`config.mk`:
```
export PLATFORM = sky130hd
export DESIGN_NAME = vga_framebuffer_scanout_flat
export DESIGN_NICKNAME = d
export VERILOG_FILES = /design/src/rtl/vga_framebuffer_scanout_if.sv /design/src/rtl/vga_framebuffer_scanout.sv /design/src/flat_wrapper.sv
export SDC_FILE = /design/constraint.sdc
export NUM_CORES = 1
export LEC_CHECK = 0
export ABC_AREA = 1
export ABC_CLOCK_PERIOD_IN_PS = 1730
export CELL_PAD_IN_SITES_DETAIL_PLACEMENT = 0
export CELL_PAD_IN_SITES_GLOBAL_PLACEMENT = 1
export CORE_MARGIN = 2
export CORE_UTILIZATION = 40
export CTS_CLUSTER_SIZE = 40
export DETAILED_ROUTE_END_ITERATION = 7
export GPL_ROUTABILITY_DRIVEN = 0
export HOLD_SLACK_MARGIN = 0.15
export PLACE_DENSITY = 0.88
export SLEW_MARGIN = 20
export SYNTH_ARGS = -nofsm -noshare
export SYNTH_HDL_FRONTEND = slang
export SYNTH_SLANG_ARGS = --single-unit
```
`constraint.sdc`:
```
create_clock -name clk -period 1.73 [get_ports clk]
set_input_delay 0.173 -clock clk [delete_from_list [all_inputs] [get_ports clk]]
set_output_delay 0.173 -clock clk [all_outputs]
set_load 0.01 [all_outputs]
```
`src/rtl/vga_framebuffer_scanout_if.sv`:
```
// Video scanout bundle: framebuffer read port plus the registered VGA outputs.
// The scanout block is the master; the memory and the display side are the slave.
interface vga_framebuffer_scanout_if #(
    parameter int WIDTH = 8,
    parameter int ADDRW = 15
);
    logic             re;
    logic [ADDRW-1:0] addr_read;
    logic [WIDTH-1:0] data_read;
    logic [WIDTH-1:0] pixel;
    logic             de;
    logic             hsync;
    logic             vsync;
    logic             frame_start;

    modport master (
        output re, addr_read, pixel, de, hsync, vsync, frame_start,
        input  data_read
    );

    modport slave (
        input  re, addr_read, pixel, de, hsync, vsync, frame_start,
        output data_read
    );
endinterface

```
`src/rtl/vga_framebuffer_scanout.sv`:
```
// VGA timing generator and framebuffer reader with integer upscaling.
// Addresses are built incrementally from row_base + x_idx; outputs are registered one enabled cycle after the counters.
module vga_framebuffer_scanout #(
    parameter int WIDTH         = 8,
    parameter int H_ACTIVE      = 640,
    parameter int H_FP          = 16,
    parameter int H_SYNC        = 96,
    parameter int H_BP          = 48,
    parameter int V_ACTIVE      = 480,
    parameter int V_FP          = 10,
    parameter int V_SYNC        = 2,
    parameter int V_BP          = 33,
    parameter int SCALE         = 4,
    parameter int FB_W          = 160,
    parameter int FB_H          = 120,
    parameter int SYNC_POLARITY = 0
) (
    input  logic                        clk,
    input  logic                        rst,
    input  logic                        clk_en,
    vga_framebuffer_scanout_if.master   vid
);
    localparam int ADDRW   = $clog2(FB_W * FB_H);
    localparam int H_TOTAL = H_ACTIVE + H_FP + H_SYNC + H_BP;
    localparam int V_TOTAL = V_ACTIVE + V_FP + V_SYNC + V_BP;
    localparam int HW      = $clog2(H_TOTAL);
    localparam int VW      = $clog2(V_TOTAL);
    localparam int SW      = (SCALE > 1) ? $clog2(SCALE) : 1;
    localparam int XW      = (FB_W > 1) ? $clog2(FB_W) : 1;

    localparam logic [HW-1:0]    H_ACT   = HW'(H_ACTIVE);
    localparam logic [HW-1:0]    H_ALAST = HW'(H_ACTIVE - 1);
    localparam logic [HW-1:0]    H_LAST  = HW'(H_TOTAL - 1);
    localparam logic [HW-1:0]    H_SS    = HW'(H_ACTIVE + H_FP);
    localparam logic [HW-1:0]    H_SE    = HW'(H_ACTIVE + H_FP + H_SYNC);
    localparam logic [VW-1:0]    V_ACT   = VW'(V_ACTIVE);
    localparam logic [VW-1:0]    V_ALAST = VW'(V_ACTIVE - 1);
    localparam logic [VW-1:0]    V_LAST  = VW'(V_TOTAL - 1);
    localparam logic [VW-1:0]    V_SS    = VW'(V_ACTIVE + V_FP);
    localparam logic [VW-1:0]    V_SE    = VW'(V_ACTIVE + V_FP + V_SYNC);
    localparam logic [SW-1:0]    S_LAST  = SW'(SCALE - 1);
    localparam logic [ADDRW-1:0] ROW_INC = ADDRW'(FB_W);
    localparam logic             SP      = (SYNC_POLARITY != 0);

    logic [HW-1:0]    h_cnt;
    logic [VW-1:0]    v_cnt;
    logic [SW-1:0]    sub_x;
    logic [SW-1:0]    sub_y;
    logic [XW-1:0]    x_idx;
    logic [ADDRW-1:0] row_base;

    logic             h_act;
    logic             active;
    logic             hsync_on;
    logic             vsync_on;

    logic [WIDTH-1:0] pixel_q;
    logic             de_q;
    logic             hsync_q;
    logic             vsync_q;
    logic             frame_start_q;

    always_comb begin
        h_act    = (h_cnt < H_ACT);
        active   = h_act && (v_cnt < V_ACT);
        hsync_on = (h_cnt >= H_SS) && (h_cnt < H_SE);
        vsync_on = (v_cnt >= V_SS) && (v_cnt < V_SE);
    end

    // The last active pixel and last active line park x_idx/row_base at 0, so the
    // address never runs past the framebuffer during blanking.
    always_ff @(posedge clk) begin
        if (rst) begin
            h_cnt    <= '0;
            v_cnt    <= '0;
            sub_x    <= '0;
            sub_y    <= '0;
            x_idx    <= '0;
            row_base <= '0;
        end else if (clk_en) begin
            if (h_act) begin
                if (h_cnt == H_ALAST) begin
                    sub_x <= '0;
                    x_idx <= '0;
                end else if (sub_x == S_LAST) begin
                    sub_x <= '0;
                    x_idx <= x_idx + XW'(1);
                end else begin
                    sub_x <= sub_x + SW'(1);
                end
            end
            if (h_cnt == H_LAST) begin
                h_cnt <= '0;
                sub_x <= '0;
                x_idx <= '0;
                if (v_cnt == V_LAST) begin
                    v_cnt    <= '0;
                    row_base <= '0;
                    sub_y    <= '0;
                end else begin
                    v_cnt <= v_cnt + VW'(1);
                    if (v_cnt == V_ALAST) begin
                        row_base <= '0;
                        sub_y    <= '0;
                    end else if (v_cnt < V_ACT) begin
                        if (sub_y == S_LAST) begin
                            sub_y    <= '0;
                            row_base <= row_base + ROW_INC;
                        end else begin
                            sub_y <= sub_y + SW'(1);
                        end
                    end
                end
            end else begin
                h_cnt <= h_cnt + HW'(1);
            end
        end
    end

    always_ff @(posedge clk) begin
        if (rst) begin
            pixel_q       <= '0;
            de_q          <= 1'b0;
            hsync_q       <= ~SP;
            vsync_q       <= ~SP;
            frame_start_q <= 1'b0;
        end else if (clk_en) begin
            pixel_q       <= active ? vid.data_read : '0;
            de_q          <= active;
            hsync_q       <= hsync_on ? SP : ~SP;
            vsync_q       <= vsync_on ? SP : ~SP;
            frame_start_q <= (h_cnt == '0) && (v_cnt == '0);
        end
    end

    assign vid.re          = active;
    assign vid.addr_read   = row_base + ADDRW'(x_idx);
    assign vid.pixel       = pixel_q;
    assign vid.de          = de_q;
    assign vid.hsync       = hsync_q;
    assign vid.vsync       = vsync_q;
    assign vid.frame_start = frame_start_q;
endmodule

```
`src/flat_wrapper.sv`:
```
// flat-port wrapper written by rule: the top's interface ports become plain ports
module vga_framebuffer_scanout_flat 
#(
    parameter int WIDTH         = 8,
    parameter int H_ACTIVE      = 640,
    parameter int H_FP          = 16,
    parameter int H_SYNC        = 96,
    parameter int H_BP          = 48,
    parameter int V_ACTIVE      = 480,
    parameter int V_FP          = 10,
    parameter int V_SYNC        = 2,
    parameter int V_BP          = 33,
    parameter int SCALE         = 4,
    parameter int FB_W          = 160,
    parameter int FB_H          = 120,
    parameter int SYNC_POLARITY = 0
)
  (clk, rst, clk_en, vid_re, vid_addr_read, vid_pixel, vid_de, vid_hsync, vid_vsync, vid_frame_start, vid_data_read);
  vga_framebuffer_scanout_if #(.WIDTH(WIDTH), .ADDRW(15)) vid_i ();
  input  logic clk;
  input  logic rst;
  input  logic clk_en;
  output wire logic [$bits(vid_i.re)-1:0] vid_re;
  output wire logic [$bits(vid_i.addr_read)-1:0] vid_addr_read;
  output wire logic [$bits(vid_i.pixel)-1:0] vid_pixel;
  output wire logic [$bits(vid_i.de)-1:0] vid_de;
  output wire logic [$bits(vid_i.hsync)-1:0] vid_hsync;
  output wire logic [$bits(vid_i.vsync)-1:0] vid_vsync;
  output wire logic [$bits(vid_i.frame_start)-1:0] vid_frame_start;
  input wire logic [$bits(vid_i.data_read)-1:0] vid_data_read;
  assign vid_re = vid_i.re;
  assign vid_addr_read = vid_i.addr_read;
  assign vid_pixel = vid_i.pixel;
  assign vid_de = vid_i.de;
  assign vid_hsync = vid_i.hsync;
  assign vid_vsync = vid_i.vsync;
  assign vid_frame_start = vid_i.frame_start;
  assign vid_i.data_read = vid_data_read;
  vga_framebuffer_scanout #(.WIDTH(WIDTH), .H_ACTIVE(H_ACTIVE), .H_FP(H_FP), .H_SYNC(H_SYNC), .H_BP(H_BP), .V_ACTIVE(V_ACTIVE), .V_FP(V_FP), .V_SYNC(V_SYNC), .V_BP(V_BP), .SCALE(SCALE), .FB_W(FB_W), .FB_H(FB_H), .SYNC_POLARITY(SYNC_POLARITY)) u_core (.clk(clk), .rst(rst), .clk_en(clk_en), .vid(vid_i));
endmodule
```
* Yosys cells after proc, flatten, opt, wreduce, memory -nomap -nowiden
Cells that the tools add are included.
Storage, ports and cells: bits in registers 59, output and inout bits 28
Cells by class: add/subtract/negate cells 7, order comparisons 6, equality and inequality tests 6, muxes and demuxes 21, reduce and logical (&&, ||, !) cells 15
Operators by type and width (number):
- $mux W15 | 4
- $mux W8 | 5
- $eq A10 B10 Y1 const B | 3
- $add A10 B1 Y10 const B | 2
- $logic_not A10 Y1 | 2
- $lt A10 B10 Y1 const B | 2
- $lt A10 B9 Y1 const B | 2
- $mux W10 | 2
- $mux W2 | 8
- $add A15 B8 Y15 | 1
- $add A15 B8 Y15 const B | 1
- $eq A10 B9 Y1 const B | 1
- $ge A10 B10 Y1 const B | 1
- $ge A10 B9 Y1 const B | 1
- $reduce_bool A3 Y1 | 3
- $add A8 B1 Y8 const B | 1
- $reduce_and A3 Y1 | 2
- $add A2 B1 Y2 const B | 2
- $eq A2 B2 Y1 const B | 2
- $logic_and A1 B1 Y1 | 4
- $reduce_and A2 Y1 | 2
- $reduce_and A4 Y1 | 1
- $mux W1 | 2
- $reduce_bool A2 Y1 | 1

* Depth between registers and ports, before layout
depth after elaboration 5, gate-level depth with buffers 11

* Worst setup path before layout
No wires, ideal clock.
path kind reg-to-output, from register u_core.row_base[7], to output port vid_addr_read[11], arrival 1343 ps, required time 1557 ps, path slack 214 ps, stages on the path, launching flop included 8, buffers on the path 0, cells stage by stage dfxtp_1 > ha_1 > a21oi_1 > nand2_1 > nand2_1 > nor2_1 > nand2_1 > xor2_1
Between the ends: longest elaborated chain between the ends 1
Ends and longest elaborated chain:
- from (decl) | RTL line vga_framebuffer_scanout.sv:50 | logic [ADDRW-1:0] row_base;
- from (signal assigned) | RTL line vga_framebuffer_scanout.sv:108 | row_base <= row_base + ROW_INC;
- $add A15 B8 Y15 | RTL line vga_framebuffer_scanout.sv:137 | assign vid.addr_read = row_base + ADDRW'(x_idx);
- to (decl) | RTL line flat_wrapper.sv:24 | output wire logic [$bits(vid_i.addr_read)-1:0] vid_addr_read;
No other way between the ends.

* Worst setup path in the final report
from register u_core.x_idx[7], to output port vid_addr_read[13]
Between the ends: longest elaborated chain between the ends 1
Ends and longest elaborated chain:
- from (decl) | RTL line vga_framebuffer_scanout.sv:49 | logic [XW-1:0] x_idx;
- from (signal assigned) | RTL line vga_framebuffer_scanout.sv:87 | x_idx <= x_idx + XW'(1);
- $add A15 B8 Y15 | RTL line vga_framebuffer_scanout.sv:137
No other way between the ends.

==> impl_metrics.ini <==
[run_status]
status = complete, but fails checks
violations = setup timing

[floorplanning]
io_pins = 39
num_rows = 32
die_h_um = 93.73
die-area_um2 = 8785
die_w_um = 93.73
initial_core_util_pct = 41.46
coreArea_um2 = 7767

[routing]
dr.pass1.iters = 4
drt_iter0_markers = 112
final_antenna_net_count = 0
drc = 0
wl_um = 7773
wire_per_inst_um = 11.58
post_drt_via_cell_ratio = 4.765
vias = 3197

[setup_path]
crit_slowest_cell = dfxtp_2
cp_data_arrival_time_ns = 1.67
path_class = reg -> out
crit_chain = ha_4 > nand3_2 > nand2_2 > nand2_2 > nor2_4 > nand2_2 > xor2_1 > buf_2
critical_path_buf_inv_count = 1
crit_family = simple AND/OR/NAND/NOR gates
crit_path_frequent_cell = nand2_2
cp-start-kind = flop
cp-end-kind = output pin
critical_path_peak_fanout = 4
cp.required_ns = 1.56
max_stage_delay_ns = 0.35

[placed_design]
dp_hpwl_um = 5598
placed_cells = 652
io_buffers = 38

[clock_network]
cts_inserted_buffers = 5
cts_tree = built
cts-root-buf = clkbuf_8
clkTransAtPathRegs_ns = 0.11
clk_latency_ns = 0.31
htreeDepth = 2
cts.sinks = 54
clock_path_buffers = 2

[logic_synthesis]
synth_top_area_share_pct = 33.57
ys_types = 42
syn-mean-instance-area_um2 = 6.613
synthSimpleGateAreaFrac_pct = 37.53
synth_area_leaders = dfxtp_1 (34%), nand2_1 (15%), nor2_1 (7.7%)
syn_inst = 487
synthAdderAreaFrac_pct = 4.662
synth_nets = 510
ys_ff_latch = 54
yosysSeqAreaShare_pct = 33.57
synth_compound_gate_area_share_pct = 10.18
synthMuxAreaShare_pct = 0
synth_warnings = 0
synthXorXnorAreaFrac_pct = 4.351
synth_top_cell_by_area = dfxtp_1
netlist_area_um2 = 3221
synth_top_family_by_area = simple AND/OR/NAND/NOR gates

[timing]
timing.final.hold_violations = 0
rsz0062_at_grt = yes
finalSetupViolCount = 7
max_freq_mhz = 543.8
fin_crit_sh_pct = 106.3
min_period_ns = 1.839
tns_ns = -0.6164
timing.final.ws_setup_ns = -0.1088
maxSlewViolCount = 0
finClkSkew_ns = 0.008005

[cells_and_area]
area_growth_pct = 33.06
drive_above_1_share_pct = 22.85
nNetsFinal = 591
antenna_cells = 0
fin_cells = 671
fill_cells = 762

[global_route]
grt_max_degree = 28
grt-ovfl-total = 0
grt_pass1_wl_um = 12650
antenna_found_initial = 0
track_usage_pct = 17.47
grt_pass1_vias = 2954

[pwr]
powerDensity_nw_per_um2 = 526.7
ir_drop_mv = 0.3902
p_leak_nw = 1.902

[flow_run]
maxCapViolCount = 0

[min_path]
hold_class = in -> reg
-- flip-flops by register name (all words and copies together) (netlist names) --
signal and cells:
u_core.h_cnt 10, u_core.row_base 10, u_core.v_cnt 10, u_core.vid.pixel 8
u_core.x_idx 8, u_core.sub_x 2, u_core.sub_y 2, u_core.vid.de 1
u_core.vid.frame_start 1, u_core.vid.hsync 1, u_core.vid.vsync 1
-- synth_stat cells, drive strengths merged --
library cell / instances
o21ai: 15
a211oi: 1
nand3: 41
clkinv: 1
nor3b: 1
or2: 2
nand3b: 2
dfxtp: 54
o31ai: 1
clkbuf: 6
nand2: 133
xnor2: 2
o21bai: 2
ha: 12
a21oi: 37
o21a: 1
nor3: 12
inv: 59
nor2: 71
nand4: 6
nor4: 2
buf: 9
a31oi: 1
a221oi: 1
conb: 1
xor2: 14
-- power breakdown --
| group | internal, mW | total [mW] | leakage, nW | switching (mW) |
|---|---|---|---|---|
| registers | 1.27 | 1.28 | 0.445 | 0.0140 |
| clock network | 0.331 | 0.779 | 0.0478 | 0.448 |
| logic | 0.102 | 0.199 | 1.41 | 0.0968 |
| total | 1.70 | 2.26 | 1.90 | 0.559 |
-- repair_timing --
| action | CTS | global route |
|---|---|---|
| endpoints found under the setup margin | 10 | 31 |
| gates resized for setup | 58 | 32 |
| gates cloned | 0 | 2 |
| setup buffers | 1 | 8 |
| pin swaps | 10 | 15 |
| hold buffers | 0 | 0 |
-- tightest hold or removal path, cell delays in order --
cell and delay (ns):
clkdlybuf4s50_1 0.39, nand3_1 0.08, a21oi_1 0.05
-- through the flow --
stage / power (mW) / setup WS [ns] / hold WS (ns) / instance area (um2) / util [%]
4_1_cts: 2.282 / -0.1436 / 0.4052 / 4118 / 53.01
2_1_floorplan: 1.405 / 0.2141 / 0.3342 / 3221 / -
3_5_place_dp: 1.505 / -0.2893 / 0.4570 / 3970 / 51.11
6_report: 2.257 / -0.1088 / 0.4166 / 4285 / 55.17
5_1_grt: 2.344 / -0.1894 / 0.4430 / 4285 / 55.17
3_3_place_gp: 1.503 / -0.2604 / 0.4508 / 3970 / 51.11
-- worst paths after layout --
kind / cells past startpoint / to / startpoint / slack [ns]
hold / removal: 3 / u_core.vid.pixel[5] / vid_data_read[5] / 0.42
setup reg to reg: 8 / u_core.v_cnt[6] / u_core.h_cnt[0] / 0.11
hold reg to reg: 2 / u_core.vid.pixel[1] / u_core.vid.pixel[1] / 0.47
setup / recovery: 8 / vid_addr_read[13] / u_core.x_idx[7] / -0.11
-- cells by family (layout without fill, tap and decap cells) --
group / count (synthesis) / count (layout)
AOI/OAI and AO/OA: 59 / 59
xor gates and xnor gates: 16 / 16
adders and majority gates: 12 / 12
buffers and inverters: 75 / 155
DFF: 54 / 54
other: 1 / 1
and+or+nand+nor: 270 / 272
-- cells in the final DEF, fill, tap and decap left out, types with 13 or more instances in the layout --
cell type / synthesis / layout
inv_1: 53 / 52
buf_4: 2 / 44
dfxtp_1: 54 / 40
dfxtp_2: 0 / 13
xor2_1: 14 / 14
nand2_1: 127 / 118
nand3_1: 39 / 36
a21oi_1: 36 / 33
clkdlybuf4s50_1: 0 / 27
nor2_1: 66 / 62
nand2_2: 5 / 13
-- area by class of cell --
cell class,instances,area (um2),share of cell area (%)
Multi-Input combinational cell,360,1991,46.45
Sequential cell,54,1101,25.69
Timing Repair Buffer,87,742.0,17.31
Inverter,60,225.2,5.255
Tap cell,102,127.6,2.978
Clock buffer,6,82.58,1.927
Clock inverter,2,16.27,0.3796
-- metal layers --
layer	vias to the layer above	global-route usage (%)	wire, um
met5	-	0	0
met4	0	4.710	96
met3	8	3.371	339
met2	60	28.87	3626
met1	1419	23.33	3710
li1	1710	-	-
No activity file was read; power rests on OpenSTA's default activity.
